[src/rtl/button_sync_edge.sv]
// Two-flop synchroniser for the raw button bank plus a one-flop history
// register used for edge detection.
//   clk, rstgame : clock, async active-low reset
//   button       : raw asynchronous buttons
//   sync_val     : synchronised button value
//   press        : bank went from all-released to something pressed
//   rel          : bank is fully released
module button_sync_edge (
  input  logic       clk,
  input  logic       rstgame,
  input  logic [3:0] button,
  output logic [3:0] sync_val,
  output logic       press,
  output logic       rel
);
  logic [3:0] s1, s2, hist;

  always_ff @(posedge clk or negedge rstgame) begin
    if (!rstgame) begin
      s1   <= 4'b0000;
      s2   <= 4'b0000;
      hist <= 4'b0000;
    end else begin
      s1   <= button;
      s2   <= s1;
      hist <= s2;
    end
  end

  assign sync_val = s2;
  // a press needs a fully released bank one cycle earlier, so a held or
  // morphing button never produces a second event
  assign press    = (hist == 4'b0000) && (s2 != 4'b0000);
  assign rel      = (s2 == 4'b0000);
endmodule

[config.mk]
export PLATFORM = sky130hd
export DESIGN_NAME = button_sync_edge
export DESIGN_NICKNAME = d
export VERILOG_FILES = /design/src/rtl/button_sync_edge.sv
export SDC_FILE = /design/constraint.sdc
export NUM_CORES = 1
export LEC_CHECK = 0
export BUFFER_PORTS_ARGS = -buffer_cell sky130_fd_sc_hd__buf_2
export CAP_MARGIN = 20
export CORE_AREA = 2 2 39 41
export CTS_CLUSTER_SIZE = 24
export DETAILED_ROUTE_END_ITERATION = 8
export DIE_AREA = 0 0 41 43
export HOLD_SLACK_MARGIN = 0.06
export PLACE_DENSITY_LB_ADDON = 0.12
export SLEW_MARGIN = 20
export SYNTH_ARGS = -nofsm -noshare
export SYNTH_HDL_FRONTEND = slang
export SYNTH_SLANG_ARGS = --single-unit
[constraint.sdc]
create_clock -name clk -period 2.15 [get_ports clk]
set_input_delay 0 -clock clk [delete_from_list [all_inputs] [get_ports clk]]
set_output_delay 0 -clock clk [all_outputs]
set_load 0.005 [all_outputs]
==> flow_summary.toml, run 1 <==
[routing]
firstDrtPassIters = 1
drtIter0Drc = 0
ant_nets = 0
wirelength_um = 521
vias = 190
drc = 0
avgRoutedWirePerCell_um = 10.4
post_drt_via_cell_ratio = 3.80

[setup_path]
worstPathMaxFanout = 1
required_ps = 2150
startpoint_type = "register"
cp.arrival_ps = 1320
worst-setup-path-type = "reg -> out"
cp-end-kind = "output pin"

[synthesis]
yosys_warnings = 0
ys_ff_latch = 12
ys_seq_area_frac = 0.945
syn-instance-count = 15
ys_types = 4
synth.net_count = 21
synth.avg_cell_area_um2 = 21.2
synth_area_um2 = 318

[sta]
min_period_over_period = 0.616
finalSetupTns_ps = 0
hold_slack_ps = 142
slew_headroom = 0.792
hold_viol_final = 0
final.min_clock_period_ps = 1320
finClkSkew_ps = 0.422
slew_viol_final = 0
finalSetupViolations = 0
grt_setup_unrepaired = "false"
max_freq_mhz = 755
worst_pin_slew_ps = 309

[floorplan]
ios = 12
row_count = 14
initial_core_util = 0.230
die_w_um = 41
chipHeight_um = 43
die-area_um2 = 1760
core-area_um2 = 1380

[placed_design]
portBuffers = 11
place.gp.congestion = 0.561

[layout]
fill_cells = 141
antenna_cells = 0
drive_above_1_share = 0.412
area.growth.synth_to_final_pct = 46.5
fin_nets = 42

[pwr]
power_density_nw_per_um2 = 832
leakage_nw = 0.226
ir_drop_v = 0.000301

[clock_tree]
root_buffer = "clkbuf_4"
clk_pin_slew_ps = 60
cts_setup_buffers = 0
clockBufferDepth = 2
cts_buffers = 3
cts_tree = "built"
cts_hold_buf = 5
worstSkewPairLatency_ps = 260
ctsResizeCount = 0
htreeDepth = 1
numClockSinks = 12

[global_routing]
grt_first_pass_wirelength_um = 834
antenna_found_initial = 0
grt_max_degree = 13
grt-ovfl-total = 0
grt_pass1_vias = 208
groute.usage.overall = 0.0755

[run_status]
outcome = "finished, final reports clean"

[run]
maxCapViolCount = 0

[hold_path]
hold_path_class = "in -> async"
-- metal layers --
metal	wire, µm	share of wire	GRT usage
met1	197	0.38	0.0780
met2	275	0.53	0.113
met3	49	0.094	0.0314
met4	0	0	0.0600
met5	0	0	0
-- worst max-delay path, cell delays in order, from the launching register on --
cell     delay, ps
dfrtp_1        360
or4_1          500
nor2_1          90
buf_2          110
-- cell families after synthesis --
logic type	share of synthesized area
DFF	0.945
and+or+nand+nor	0.0551
-- worst paths after layout --
kind / startpoint / end / slack [ps] / cells past startpoint
setup / recovery: hist[1] / press / 830 / 3
hold / removal: rstgame / sync_val[2] / 140 / 2
setup reg to reg: sync_val[1] / hist[1] / 1630 / 0
hold reg to reg: s1[1] / sync_val[1] / 350 / 0
max in group asynchronous: rstgame / s1[0] / 1800 / 2
min in group clk: s1[1] / sync_val[1] / 350 / 0
-- metrics by stage --
step | cell area [µm²] | instances | util | power [mW] | setup slack (ps)
after floorplan | 318 | 15 | - | 0.247 | 1200
after global placement | 393 | 42 | 0.284 | 0.260 | 1120
after detailed placement | 393 | 42 | 0.284 | 0.261 | 1090
after CTS | 465 | 50 | 0.336 | 0.398 | 802
after global routing | 465 | 50 | 0.336 | 0.415 | 716
final | 465 | 50 | 0.336 | 0.387 | 826
-- state kept, by name, indices dropped and copies added, names as in the netlist --
signal    flops
sync_val      4
hist          4
s1            4
-- synth_stat cells, drive strengths merged --
| master | count | share of area |
|---|---|---|
| dfrtp | 12 | 0.94 |
| nor2 | 1 | 0.012 |
| nor4 | 1 | 0.020 |
| or4 | 1 | 0.024 |
-- cell usage in the layout (no fill, tap or decap) --
master	netlist	final
nor2_1	1	1
dlygate4sd3_1	0	5
buf_2	0	11
nor4_1	1	1
dfrtp_1	12	12
clkbuf_4	0	3
or4_1	1	1
-- layout make-up --
type,instances,area (µm²),share of cell area
Tap cell,16,20.0,0.0430
Multi-Input combinational cell,3,17.5,0.0376
Sequential cell,12,300,0.645
Timing Repair Buffer,16,105,0.226
Clock buffer,3,22.5,0.0484
-- where the power goes --
part           internal (mW)  switching [mW]
sequential             0.237         0.00453
clock                 0.0645          0.0602
combinational         0.0127         0.00854
total                  0.314          0.0732
(Power assumes the default switching activity.)
==> inputs of run 2 (changes only) <==
==> constraint.sdc (replaced) <==
create_clock -name clk -period 1.08 [get_ports clk]
set_input_delay 0 -clock clk [delete_from_list [all_inputs] [get_ports clk]]
set_output_delay 0 -clock clk [all_outputs]
set_load 0.005 [all_outputs]
==> run 2 against run 1 <==
The flow now finishes with violations (setup timing). Sequential power is 99% higher. Clock-buffer cell count is 1 higher. Worst hold slack worse by 6.6 ps. Setup slack worse by 1100 ps.
==> flow_summary.toml, run 2 (same netlist as run 1, synthesis figures left out) <==
[floorplan]
core-area_um2 = 1380
die-area_um2 = 1760
row_count = 14
chipHeight_um = 43
die_w_um = 41
ios = 12
initial_core_util = 0.230

[clock_tree]
root_buffer = "clkbuf_4"
clk_pin_slew_ps = 70
cts_buffers = 3
cts_tree = "built"
htreeDepth = 1
worstSkewPairLatency_ps = 260
clockBufferDepth = 2
numClockSinks = 12

[sta]
worst_pin_slew_ps = 268
min_period_over_period = 1.24
slew_viol_final = 0
hold_viol_final = 0
grt_setup_unrepaired = "true"
finalSetupViolations = 2
timing.final.ws_setup_ps = -259
final.min_clock_period_ps = 1340
slew_headroom = 0.822
hold_slack_ps = 135
finClkSkew_ps = 0.848
max_freq_mhz = 747
finalSetupTns_ps = -292

[layout]
design_area_um2 = 493
mostFrequentLayoutCells = "dfrtp_1 (12), buf_2 (11), dlygate4sd3_1 (5), clkbuf_4 (3)"
area.growth.synth_to_final_pct = 55.1
drive_above_1_share = 0.472
fin_nets = 43
fill_cells = 147
final_common_cell = "dfrtp_1"
final_cells = 52
final_core_util = 0.356
antenna_cells = 0

[pwr]
power_density_nw_per_um2 = 1760
ir_drop_v = 0.000601
leakage_nw = 0.238

[placed_design]
portBuffers = 11
place.gp.congestion = 0.561
placed_area_um2 = 393
dp.cells = 42

[setup_path]
startpoint_type = "register"
reg2reg_setup_slack_ps = 440
cp-end-kind = "output pin"
cp.arrival_ps = 1340
worstPathMaxFanout = 1
rr_worst_depth = 1
reg2reg_from = "sync_val[2]"
worst-setup-path-type = "reg -> out"
r2r_end = "hist[2]"
required_ps = 1080

[routing]
drc = 0
vias = 206
avgRoutedWirePerCell_um = 10.5
post_drt_via_cell_ratio = 3.96
drtIter0Drc = 0
wirelength_um = 548
firstDrtPassIters = 1
ant_nets = 0

[global_routing]
antenna_found_initial = 0
groute.usage.overall = 0.0849
grt_pass1_vias = 219
grt_first_pass_wirelength_um = 910
grt_max_degree = 13
grt-ovfl-total = 0

[run]
maxCapViolCount = 0

[run_status]
violations = "setup timing"
outcome = "finished with violations"

[hold_path]
hold_path_class = "in -> async"
run 2: worst max-delay path, cell delays in order (launching register included):
cell     delay, ps
dfrtp_1        370
or4_1          510
nor2_1          90
buf_2          110
run 2: cell type report:
| class | instances | area [µm²] | share of cell area |
|---|---|---|---|
| repair buffers | 17 | 113 | 0.228 |
| flip-flops and latches | 12 | 300 | 0.609 |
| clock buffers | 4 | 36.3 | 0.0736 |
| well taps | 16 | 20.0 | 0.0406 |
| multi-input cells | 3 | 23.8 | 0.0482 |
run 2: power by group:
part / switching, mW / internal [mW] / leakage (nW)
Combinational: 0.0180 / 0.0278 / 0.0775
Clock: 0.133 / 0.205 / 0.0210
Sequential: 0.0105 / 0.472 / 0.140
Total: 0.162 / 0.704 / 0.238
run 2: worst max path at each step:
stage / from / slack, ps / cells after the start / end
after global placement: hist[1] / 50 / 3 / press
after CTS: hist[1] / -300 / 3 / press
after global routing: hist[1] / -350 / 3 / press
after floorplan: hist[1] / 130 / 2 / press
after detailed placement: hist[1] / 4 / 3 / press
final: hist[1] / -260 / 3 / press
run 2: per-layer routing:
layer	vias up	global-route usage	share of wire	wire, µm
li1	93	-	-	-
met1	101	0.0785	0.36	200
met2	12	0.131	0.53	291
met3	0	0.0471	0.10	56
met4	0	0.0600	0	0
met5	-	0	0	0
run 2: timing repair:
action | 4_1_cts | 5_1_grt
buffers inserted | 1 | 0
hold buffers | 5 | 0
pin swaps | 1 | 1
setup endpoints to repair | 2 | 2
endpoints found under the hold margin | 16 | 0
resized for setup | 1 | 0
run 2: stage by stage:
step,total power [mW],setup slack (ps)
2_1_floorplan,0.491,133
3_3_place_gp,0.517,47.3
3_5_place_dp,0.520,4.10
4_1_cts,0.889,-298
5_1_grt,0.924,-352
6_report,0.866,-259
